==> config.mk <==
export PLATFORM = sky130hd
export DESIGN_NAME = regs_arb
export DESIGN_NICKNAME = d
export VERILOG_FILES = /design/src/rtl/regs_arb_pkg.sv /design/src/rtl/regs_arb_rr_arb2.sv /design/src/rtl/regs_arb.sv
export SDC_FILE = /design/constraint.sdc
export NUM_CORES = 1
export LEC_CHECK = 0
export BUFFER_PORTS_ARGS = -buffer_cell sky130_fd_sc_hd__buf_2
export CELL_PAD_IN_SITES_DETAIL_PLACEMENT = 0
export CELL_PAD_IN_SITES_GLOBAL_PLACEMENT = 2
export CORE_AREA = 5 5 76 78
export DETAILED_ROUTE_END_ITERATION = 8
export DIE_AREA = 0 0 81 83
export PLACE_DENSITY = 0.73
export REMOVE_ABC_BUFFERS = 1
export SLEW_MARGIN = 20
export SYNTH_ARGS = -nofsm -noshare
export SYNTH_HDL_FRONTEND = slang
export SYNTH_SLANG_ARGS = --single-unit
==> constraint.sdc <==
create_clock -name clk -period 1.3 [get_ports clk]
set_input_delay 0.26 -clock clk [delete_from_list [all_inputs] [get_ports clk]]
set_output_delay 0.26 -clock clk [all_outputs]
set_load 0.02 [all_outputs]
==> src/rtl/regs_arb_pkg.sv <==
// Shared types for the register-file access arbiter.
// Address width and the two-state access FSM encoding.
package regs_arb_pkg;

  localparam int ADDR_W = 4;

  typedef enum logic {
    IDLE,
    ACCESS
  } state_t;

endpackage

==> src/rtl/regs_arb_rr_arb2.sv <==
// Two-way round-robin grant; one-hot output.
// last_grant=1 means requester 0 wins the next tie.
module rr_arb2 (
  input  logic       v0,
  input  logic       v1,
  input  logic       last_grant,
  input  logic       en,
  output logic [1:0] gnt
);

  logic p0;
  logic p1;

  assign p0 = v0 & (~v1 | last_grant);
  assign p1 = v1 & ~p0;

  always_comb begin
    gnt = 2'b00;
    if (en) begin
      unique case (1'b1)
        p0:      gnt = 2'b01;
        p1:      gnt = 2'b10;
        default: gnt = 2'b00;
      endcase
    end
  end

endmodule

==> src/rtl/regs_arb.sv <==
// Arbitrates core/debug access to the register file.
// Accept in IDLE, access for one cycle, respond the cycle after.
module regs_arb
  import regs_arb_pkg::*;
#(
  parameter int n = 8
) (
  input  logic              clk,
  input  logic              rst_n,
  input  logic              req0_valid,
  input  logic              req0_we,
  input  logic [ADDR_W-1:0] req0_addr,
  input  logic [n-1:0]      req0_wdata,
  output logic              req0_ready,
  input  logic              req1_valid,
  input  logic              req1_we,
  input  logic [ADDR_W-1:0] req1_addr,
  input  logic [n-1:0]      req1_wdata,
  output logic              req1_ready,
  output logic              resp_valid,
  output logic              resp_id,
  output logic [n-1:0]      resp_rdata,
  output logic              rf_w,
  output logic [ADDR_W-1:0] rf_addr,
  output logic [n-1:0]      rf_wdata,
  input  logic [n-1:0]      rf_rdata
);

  state_t state, state_nx;

  logic              last_q;
  logic              we_q;
  logic              id_q;
  logic [ADDR_W-1:0] addr_q;
  logic [n-1:0]      wdata_q;
  logic [1:0]        gnt;
  logic              acc;

  rr_arb2 u_arb (
    .v0         (req0_valid),
    .v1         (req1_valid),
    .last_grant (last_q),
    .en         (state == IDLE),
    .gnt        (gnt)
  );

  assign req0_ready = gnt[0];
  assign req1_ready = gnt[1];
  assign acc        = |gnt;

  always_comb begin
    state_nx = state;
    unique case (state)
      IDLE:    if (acc) state_nx = ACCESS;
      ACCESS:  state_nx = IDLE;
      default: state_nx = IDLE;
    endcase
  end

  always_ff @(posedge clk or negedge rst_n) begin
    if (!rst_n) begin
      state <= IDLE;
    end else begin
      state <= state_nx;
    end
  end

  // Latch the winning request; the grant is one-hot so gnt[1] is the id.
  always_ff @(posedge clk or negedge rst_n) begin
    if (!rst_n) begin
      last_q  <= 1'b1;
      we_q    <= 1'b0;
      id_q    <= 1'b0;
      addr_q  <= '0;
      wdata_q <= '0;
    end else if (acc) begin
      last_q  <= gnt[1];
      id_q    <= gnt[1];
      we_q    <= gnt[1] ? req1_we    : req0_we;
      addr_q  <= gnt[1] ? req1_addr  : req0_addr;
      wdata_q <= gnt[1] ? req1_wdata : req0_wdata;
    end
  end

  assign rf_addr  = addr_q;
  assign rf_wdata = wdata_q;
  assign rf_w     = (state == ACCESS) & we_q & (addr_q != '0);

  always_ff @(posedge clk or negedge rst_n) begin
    if (!rst_n) begin
      resp_valid <= 1'b0;
      resp_id    <= 1'b0;
      resp_rdata <= '0;
    end else if (state == ACCESS) begin
      resp_valid <= 1'b1;
      resp_id    <= id_q;
      resp_rdata <= we_q ? '0 : rf_rdata;
    end else begin
      resp_valid <= 1'b0;
    end
  end

endmodule

==> results.ini <==
[run_status]
outcome=complete, but fails checks
violations=negative hold slack, negative setup slack

[yosys]
synth_seq_cells=26
ys_seq_area_share_pct=56.4
synth_cell_types=22
postSynthAreaPerCell_um2=10.3
syn_area_um2=1150
yosys_warnings=0
netlist_instances=112

[worst_setup_path]
worstPathRequired_ns=1.04
arrival_ns=1.16
cp_max_fo=4
cp-end-kind=output pin
worstSetupPathType=reg2out
worstSetupStartpointType=flop
reg2reg_setup_slack_ns=0.05

[timing]
tns_ns=-0.323
fin_crit_sh_pct=109
slew_viol_final=0
tightestPinTransition_ns=0.593
setup_viol=4
rsz0062_at_grt=yes
max_freq_mhz=704
slew_headroom_pct=60.5
finClkSkew_ns=0.00198
worst_slack_ns=-0.120
hold_ws_ns=-0.0119
hold_viol=25
fin_crit_ns=1.42

[layout]
area_delta_synth_final_pct=51.2
drive_gt1_share_pct=52.7
final_area_um2=1750
antennaDiodeCount=0
final_common_cell=buf_2
nets=221
final_cell_mix=58 x buf_2, 25 x dfrtp_1, 14 x nor2_1
fillers=545
finish.utilization_pct=34.9
final_cells=252

[die]
start_util_pct=23.1
die_h_um=83
pin_count=63
dieArea_um2=6720
core-area_um2=5010
fp.dieW_um=81
rows=26

[power_and_ir_drop]
p_seq_share_pct=42.5
clockPowerShare_pct=19.7
leakage_nw=0.808
p_sw_share_pct=35.8
p_sw_w=0.000940
vdd_drop_max_mv=0.500
p_int_w=0.00168
power_density_nw_per_um2=1500
combPwrFrac_pct=37.8

[global_routing]
grt_max_degree=27
grt_overflow=0
grt_pass1_vias=1126
gr-usage-all-layers_pct=10.0
grt_pass1_wl_um=5330
antenna_found_initial=0

[clock_tree]
cts.sinks=26
insertion_delay_ns=0.26
clockBufferDepth=2
tritoncts=done
cts_buffers=3
clockRootBuffer=clkbuf_8
h-tree-depth=1
ctsHoldBuffers=0
clk_pin_slew_worst_paths_ns=0.09

[placement]
hpwl_um=2700
place_congestion=0.697
port_buffers=62
pre_cts_ws_ns=0.0886
placed_area_um2=1530
post-place-cells=243

[routing]
vias=1088
routed_wl_um=3510
drc=0
firstDrtPassIters=4
via_per_inst=4.32
dr.first_iter.drc_count=55
ant_nets=0
post_drt_wl_per_cell_um=13.9

[run]
maxCapViolations=0

[worst_hold_path]
worstHoldPathType=in2async

==> synth_stat cells (all sizes together) <==
| cell type | n | share of area (%) |
|---|---|---|
| a21oi | 1 | 0.43 |
| and2 | 1 | 0.54 |
| and2b | 1 | 0.65 |
| buf | 6 | 5.2 |
| clkbuf | 1 | 0.32 |
| dfrtp | 25 | 54 |
| dfstp | 1 | 2.3 |
| inv | 9 | 2.9 |
| mux2 | 1 | 0.98 |
| nand2 | 10 | 3.3 |
| nand2b | 2 | 1.7 |
| nor2 | 16 | 5.2 |
| nor2b | 1 | 0.76 |
| nor3 | 13 | 5.6 |
| nor4 | 1 | 0.54 |
| o21ai | 8 | 3.5 |
| o21ba | 1 | 0.87 |
| o22ai | 1 | 0.54 |
| o32ai | 13 | 11 |
==> final cells by class <==
cell class                      instances  area, um^2  area share (%)
Timing Repair Buffer                   73         422            24.1
Sequential cell                        26         652            37.3
Clock buffer                            4        55.1            3.15
Tap cell                               70        87.6            5.01
Multi-Input combinational cell         70         497            28.4
Inverter                                9        33.8            1.93
==> per-stage QoR <==
stage,total power [W],hold slack (ns)
floorplan,0.00159,-0.0356
global placement,0.00195,0.295
detailed placement,0.00197,0.301
CTS,0.00257,0.00572
global route,0.00279,0.0287
finish,0.00262,-0.0119
==> final timing paths <==
path,endpoint,startpoint,depth (start not counted)
max,req1_ready,last_q,3
max reg2reg,rf_addr[3],last_q,4
min,resp_rdata[4],rst_n,1
min in group clk,resp_rdata[4],rf_rdata[4],3
max in group asynchronous,resp_rdata[7],rst_n,1
min reg2reg,resp_id,resp_id,1
==> power by group through the flow <==
stage	logic, W	clock network (W)	registers, W
global route	0.00108	0.000569	0.00114
global placement	0.000836	0	0.00111
floorplan	0.000283	0	0.00131
detailed placement	0.000851	0	0.00112
finish	0.000992	0.000516	0.00111
CTS	0.000921	0.000541	0.00111
==> cell families (layout without fill, tap and decap cells) <==
| group | after synthesis | after routing | share of synthesized area [%] |
|---|---|---|---|
| compound gates | 24 | 24 | 15.8 |
| mux | 1 | 1 | 0.975 |
| simple gates | 45 | 45 | 18.3 |
| flops | 26 | 26 | 56.4 |
| buf+inv | 16 | 86 | 8.45 |
==> routing by layer <==
metal	global-route usage [%]	up-vias	routed length, um
met3	3.35	4	307
met4	2.15	0	29
met2	17.3	43	1700
met5	0	-	0
met1	11.9	505	1470
li1	-	536	-
==> worst max-delay path, stage by stage, from the launching register on <==
cell	delay, ns
dfstp_2	0.58
and2_4	0.15
nor2_2	0.04
buf_6	0.12
==> flip-flops by register name (all words and copies together) (netlist names) <==
register	count
last_q	1
resp_rdata	8
we_q	1
rf_wdata	8
id_q	1
state	1
rf_addr	4
resp_id	1
resp_valid	1
==> timing repair <==
action,CTS,global route
setup endpoints to repair,3,15
setup buffers,3,2
pin swaps,2,2
hold endpoints to repair,0,0
resized for setup,13,13
Power figures use the tool's default switching activity.
